==> config.mk <==
export PLATFORM = sky130hd
export DESIGN_NAME = exp_bus_cap
export DESIGN_NICKNAME = d
export VERILOG_FILES = /design/src/rtl/exp_bus_cap.sv
export SDC_FILE = /design/constraint.sdc
export NUM_CORES = 1
export LEC_CHECK = 0
export CAP_MARGIN = 30
export CORE_UTILIZATION = 50
export CTS_CLUSTER_DIAMETER = 50
export DETAILED_ROUTE_END_ITERATION = 10
export MAX_ROUTING_LAYER = met4
export PLACE_DENSITY_LB_ADDON = 0.12
export SYNTH_ARGS = -nofsm -noshare
export SYNTH_HDL_FRONTEND = slang
export SYNTH_SLANG_ARGS = --single-unit
==> constraint.sdc <==
create_clock -name clk -period 5.4 [get_ports clk]
set_clock_uncertainty 0.15 [all_clocks]
set_input_delay 1.08 -clock clk [delete_from_list [all_inputs] [get_ports clk]]
set_output_delay 1.08 -clock clk [all_outputs]
set_load 0.1 [all_outputs]
==> src/rtl/exp_bus_cap.sv <==
// exp_bus_cap: turns the raw asynchronous console expansion bus into clean,
// single-clock read/write events for the downstream device hub.
// Strobes and bus lines are synchronized through equal-depth pipelines.
// A filtered FSM then qualifies cycles, latches address/data and pulses cyc_rd/cyc_wr.
// A saturating counter records oe/we-both-active protocol violations.
module exp_bus_cap #(
    parameter int ADDR_W   = 21,
    parameter int SYNC_STG = 2,
    parameter int FILT     = 2
) (
    input  logic              clk,
    input  logic              rst_n,
    input  logic [ADDR_W-1:0] bus_addr,
    input  logic [7:0]        bus_dat,
    input  logic              bus_ce_n,
    input  logic              bus_oe_n,
    input  logic              bus_we_n,
    output logic [ADDR_W-1:0] cyc_addr,
    output logic [7:0]        cyc_dat,
    output logic              cyc_rd,
    output logic              cyc_wr,
    output logic              cyc_act,
    output logic [7:0]        err_cnt
);

    localparam logic [3:0] FILT_W = 4'(FILT);

    typedef enum logic [2:0] {
        WAIT_IDLE,
        IDLE,
        ARM,
        RD,
        WR,
        REL
    } state_t;

    // Synchronizer pipelines; strobes idle high, bus lines idle low.
    logic [SYNC_STG-1:0] r_ceSync;
    logic [SYNC_STG-1:0] r_oeSync;
    logic [SYNC_STG-1:0] r_weSync;
    logic [SYNC_STG-1:0] r_fill;
    logic [ADDR_W-1:0]   r_addrSync [SYNC_STG];
    logic [7:0]          r_datSync  [SYNC_STG];

    state_t      r_state;
    state_t      w_nextState;
    logic [2:0]  r_cnt;
    logic [2:0]  w_nextCnt;

    logic [ADDR_W-1:0] r_cycAddr;
    logic [7:0]        r_cycDat;
    logic [7:0]        r_shadow;
    logic [7:0]        r_errCnt;
    logic              r_cycRd;
    logic              r_cycWr;
    logic              r_cycAct;

    logic              w_ceN;
    logic              w_oeN;
    logic              w_weN;
    logic              w_syncFull;
    logic [ADDR_W-1:0] w_addr;
    logic [7:0]        w_dat;
    logic              w_idleAll;
    logic              w_start;
    logic              w_rdEnd;
    logic              w_wrEnd;
    logic              w_wrHold;
    logic              w_cntHit;
    logic              w_armHit;

    logic              w_qualify;
    logic              w_rdPulse;
    logic              w_wrDone;
    logic              w_cycEnd;
    logic              w_violation;
    logic              w_capture;

    // Shift every bus line through the same number of flops so address and
    // data stay aligned with the strobes; r_fill marks when the pipe holds
    // real samples rather than reset values.
    always_ff @(posedge clk or negedge rst_n) begin
        if (!rst_n) begin
            r_ceSync <= '1;
            r_oeSync <= '1;
            r_weSync <= '1;
            r_fill   <= '0;
            for (int i = 0; i < SYNC_STG; i++) begin
                r_addrSync[i] <= '0;
                r_datSync[i]  <= '0;
            end
        end else begin
            r_ceSync <= {r_ceSync[SYNC_STG-2:0], bus_ce_n};
            r_oeSync <= {r_oeSync[SYNC_STG-2:0], bus_oe_n};
            r_weSync <= {r_weSync[SYNC_STG-2:0], bus_we_n};
            r_fill   <= {r_fill[SYNC_STG-2:0], 1'b1};
            r_addrSync[0] <= bus_addr;
            r_datSync[0]  <= bus_dat;
            for (int i = 1; i < SYNC_STG; i++) begin
                r_addrSync[i] <= r_addrSync[i-1];
                r_datSync[i]  <= r_datSync[i-1];
            end
        end
    end

    assign w_ceN      = r_ceSync[SYNC_STG-1];
    assign w_oeN      = r_oeSync[SYNC_STG-1];
    assign w_weN      = r_weSync[SYNC_STG-1];
    assign w_syncFull = r_fill[SYNC_STG-1];
    assign w_addr     = r_addrSync[SYNC_STG-1];
    assign w_dat      = r_datSync[SYNC_STG-1];

    assign w_idleAll = w_ceN & w_oeN & w_weN & w_syncFull;
    assign w_start   = ~w_ceN & (~w_oeN | ~w_weN);
    assign w_rdEnd   = w_ceN | w_oeN;
    assign w_wrEnd   = w_ceN | w_weN;
    assign w_wrHold  = ~w_ceN & ~w_weN;

    // The sample that moved IDLE to ARM counts toward the filter, so ARM
    // needs one sample fewer than the other states.
    assign w_cntHit = ({1'b0, r_cnt} + 4'd1) >= FILT_W;
    assign w_armHit = ({1'b0, r_cnt} + 4'd2) >= FILT_W;

    // State register.
    always_ff @(posedge clk or negedge rst_n) begin
        if (!rst_n) begin
            r_state <= WAIT_IDLE;
            r_cnt   <= '0;
        end else begin
            r_state <= w_nextState;
            r_cnt   <= w_nextCnt;
        end
    end

    // Next-state, filter counter and the one-cycle action strobes for the datapath.
    always_comb begin
        w_nextState = r_state;
        w_nextCnt   = r_cnt;
        w_qualify   = 1'b0;
        w_rdPulse   = 1'b0;
        w_wrDone    = 1'b0;
        w_cycEnd    = 1'b0;
        w_violation = 1'b0;
        w_capture   = 1'b0;
        case (r_state)
            WAIT_IDLE: begin
                if (w_idleAll) begin
                    if (w_cntHit) begin
                        w_nextState = IDLE;
                        w_nextCnt   = '0;
                    end else begin
                        w_nextCnt = r_cnt + 3'd1;
                    end
                end else begin
                    w_nextCnt = '0;
                end
            end
            IDLE: begin
                w_nextCnt = '0;
                if (w_start) begin
                    w_nextState = ARM;
                end
            end
            ARM: begin
                if (!w_start) begin
                    w_nextState = IDLE;
                    w_nextCnt   = '0;
                end else if (w_armHit) begin
                    w_qualify = 1'b1;
                    w_nextCnt = '0;
                    if (!w_weN) begin
                        w_nextState = WR;
                        w_capture   = 1'b1;
                        w_violation = ~w_oeN;
                    end else begin
                        w_nextState = RD;
                        w_rdPulse   = 1'b1;
                    end
                end else begin
                    w_nextCnt = r_cnt + 3'd1;
                end
            end
            RD: begin
                if (w_rdEnd) begin
                    if (w_cntHit) begin
                        w_nextState = IDLE;
                        w_nextCnt   = '0;
                        w_cycEnd    = 1'b1;
                    end else begin
                        w_nextCnt = r_cnt + 3'd1;
                    end
                end else begin
                    w_nextCnt = '0;
                end
            end
            WR: begin
                w_capture = w_wrHold;
                if (w_wrEnd) begin
                    if (w_cntHit) begin
                        w_nextState = IDLE;
                        w_nextCnt   = '0;
                        w_wrDone    = 1'b1;
                        w_cycEnd    = 1'b1;
                    end else begin
                        w_nextCnt = r_cnt + 3'd1;
                    end
                end else begin
                    w_nextCnt = '0;
                end
            end
            default: begin
                w_nextState = IDLE;
                w_nextCnt   = '0;
            end
        endcase
    end

    // Output registers: address latch, write shadow, pulses, activity flag and violation counter.
    always_ff @(posedge clk or negedge rst_n) begin
        if (!rst_n) begin
            r_cycAddr <= '0;
            r_cycDat  <= '0;
            r_shadow  <= '0;
            r_errCnt  <= '0;
            r_cycRd   <= 1'b0;
            r_cycWr   <= 1'b0;
            r_cycAct  <= 1'b0;
        end else begin
            r_cycRd <= w_rdPulse;
            r_cycWr <= w_wrDone;
            if (w_qualify) begin
                r_cycAddr <= w_addr;
                r_cycAct  <= 1'b1;
            end else if (w_cycEnd) begin
                r_cycAct <= 1'b0;
            end
            if (w_capture) begin
                r_shadow <= w_dat;
            end
            if (w_wrDone) begin
                r_cycDat <= r_shadow;
            end
            if (w_violation && (r_errCnt != 8'hFF)) begin
                r_errCnt <= r_errCnt + 8'd1;
            end
        end
    end

    assign cyc_addr = r_cycAddr;
    assign cyc_dat  = r_cycDat;
    assign cyc_rd   = r_cycRd;
    assign cyc_wr   = r_cycWr;
    assign cyc_act  = r_cycAct;
    assign err_cnt  = r_errCnt;

endmodule

==> metrics.md <==
| Metric | Value |
|---|---|
| Worst-case clock buffer depth | 2 |
| 1st-pass router iterations | 5 |
| Hold depth | 0 |
| Initial Utilization | 51.5% |
| CORE AREA | 7730 um2 |
| I/O pin count | 74 |
| Min Tclk post-route | 3.30 ns |
| Postcts setup bufs | 0 |
| Ratio of cells with drive above 1 in the final layout | 24.9% |
| Layout Nets | 366 |
| Rows | 32 |
| CP Capture Type | output pin |
| Arrival time at the worst endpoint | 2.07 ns |
| Area Overhead vs Synth | 37.9% |
| CTS tree | built |
| Largest net degree at the start of global routing | 68 |
| Final setup TNS | 0 ns |
| Syn Area/Cell | 16.6 um2 |
| Sequential area share after synthesis | 75.6% |
| Grt ovf | 0 |
| Placed cell count | 411 |
| Vias per cell | 4.90 |
| DR WL/cell | 14.0 um |
| Die width | 91.2 um |
| Period utilization | 61.1% |
| CP max FO | 5 |
| CP cell instances | clkdlybuf4s50_1 |
| Post-CTS sizing | 0 |
| H-tree lvl count | 4 |
| Slowest CP cell | clkdlybuf4s50_1 |
| Die height | 91.2 um |
| #FFs+latches synth | 120 |
| Number of buffers added on ports | 73 |
| Delay-heaviest family, CP | buffers and inverters |
| Vias | 2169 |
| Post-CTS Hold Fix Bufs | 0 |
| Final setup fails | 0 |
| Relative slew margins | 33.6% |
| Peak VDD IR | 0.392 mV |
| Drt initial violations | 67 |
| Fmax achieved | 0.303 GHz |
| Post-Synthesis Cells | 240 |
| Final Max Tran Viols | 0 |
| Clock Sinks | 120 |
| Die Footprint | 8320 um2 |
| Core Util, Final | 71.0% |
| CTS root buf | clkbuf_8 |
| ANT nets after route | 0 |
| WL final | 6.21 mm |
| Global-route wire length before repair | 10.6 mm |
| Syn Std Cell Area | 3980 um2 |
| Status | completed |
| Setup CP Type | reg -> out |
| Synth warn | 0 |
| Crit path depth | 1 |
| DRC | 0 |
| Vias in the first global route | 2236 |
| Clock transition at path regs | 0.05 ns |
| Ant diodes | 0 |
| Max incr delay on CP | 1.16 ns |
| Gr usage total | 17.9% |
| Post-DP HPWL | 3.90 mm |
| Cells on worst reg2reg path | 6 |
| Clk_lat worst skew | 0.50 ns |
| CTS Buf Count | 17 |
| Netlist cell types | 38 |
| GPL Wtd Cong | 0.856 |
| Maxcap violations | 0 |
| Initial antenna violation count | 0 |
| RSZ-0062 raised after global routing | false |
| Final Hold Vio Count | 0 |
| Power Density | 685 nW/um2 |
| Leak pwr | 2.46 nW |
| Worst-Margin Slew | 0.993 ns |
| Finished Layout Cells | 443 |
| Worst Path Buf+Inv | 1 |
| CP startpoint kind | flip-flop |
| Worst EP required | 4.17 ns |
| Worst hold path class | reg -> reg |
[area by class of cell]
cell class | count | area, um2
flip-flops and latches | 120 | 3010
fillers | 502 | 2240
multi-input cells | 108 | 907
repair buffers | 75 | 763
clock buffers | 19 | 442
clock inverters | 13 | 215
well taps | 102 | 128
inverters | 6 | 22.5
[logic make-up after synthesis]
family          synth area share (%)
compound gates                  3.27
xor+xnor                        1.76
simple gates                    5.19
buf+inv                         1.67
mux                             11.0
fa+ha+maj                       1.26
other cells                    0.189
flops                           75.6
[cells in the final DEF, fill, tap and decap left out, drive strengths merged, types with 4 or more instances in the layout]
cell type and instances:
mux2 39, ha 4, bufinv 5, nand2 9, inv 10, clkdlybuf4s50 72, xor2 5, dfstp 6
o21ai 4, nor2 10, dfrtp 114, nor3 4, a21oi 4, clkbuf 19
[layer usage]
layer  track usage [%]  share of wire (%)  vias to the layer above
met5                 -                  0                        -
met1              21.6                 42                     1109
met4              9.52                2.2                        0
met3              5.95                4.3                       11
met2              27.0                 51                       58
li1                  -                  -                      991
[cell usage after synthesis]
library cell	instances	area [um2]
a21oi_1	4	20.0
a22o_1	1	8.76
a311o_1	2	20.0
a31oi_1	1	6.26
a32oi_1	1	8.76
and2_1	1	6.26
and2b_1	1	7.51
and3_1	1	6.26
and4bb_2	1	12.5
buf_1	2	7.51
buf_2	2	10.0
buf_6	2	22.5
clkbuf_1	1	3.75
conb_1	2	7.51
dfrtp_1	114	2850
dfstp_2	6	158
ha_1	4	50.1
inv_1	6	22.5
mux2_2	39	439
nand2_1	9	33.8
nand2b_1	1	6.26
nand3_1	3	15.0
nor2_1	9	33.8
nor2_2	1	6.26
nor3_1	4	20.0
nor4_4	1	21.3
nor4b_4	1	23.8
o211ai_1	1	7.51
o21a_1	1	7.51
o21ai_0	4	20.0
o22ai_1	1	6.26
o31ai_1	1	7.51
o32ai_1	1	8.76
o41ai_1	1	8.76
or2_2	1	6.26
or4_1	1	7.51
xnor2_1	3	26.3
xor2_1	5	43.8
[metrics by stage]
step	hold WS, ns	setup slack [ns]	area (um2)	total power, mW
after floorplan	0.181	3.02	3980	2.22
after global placement	0.181	2.62	4800	2.53
after detailed placement	0.185	2.61	4830	2.56
after CTS	0.198	2.08	5490	3.79
after global routing	0.202	2.04	5490	3.90
final	0.194	2.10	5490	3.76
[report_power, final]
group / total, mW / internal, mW / switching (mW)
clock network: 1.22 / 0.826 / 0.389
logic: 1.35 / 0.368 / 0.986
registers: 1.19 / 1.08 / 0.113
[worst paths after layout]
| check | startpoint | end | slack [ns] |
|---|---|---|---|
| setup / recovery | err_cnt[3]$_DFFE_PN0P_ | err_cnt[3] | 2.10 |
| hold / removal | r_addrSync[34]$_DFF_PN0_ | w_addr[13]$_DFF_PN0_ | 0.19 |
| setup reg to reg | r_cnt[0]$_DFF_PN0_ | cyc_dat[0]$_DFFE_PN0P_ | 3.18 |
| hold reg to reg | r_addrSync[34]$_DFF_PN0_ | w_addr[13]$_DFF_PN0_ | 0.19 |
| max in group asynchronous | rst_n | cyc_dat[6]$_DFFE_PN0P_ | 3.45 |
| min in group asynchronous | rst_n | cyc_addr[10]$_DFFE_PN0P_ | 0.51 |
[flip-flops by register name, indices dropped and copies added (netlist names), 8 cells and up]
name / cells
cyc_dat: 8
r_addrSync: 21
r_shadow: 8
err_cnt: 8
r_datSync: 8
w_dat: 8
cyc_addr: 21
w_addr: 21
No activity file was read; power rests on OpenSTA's default activity.
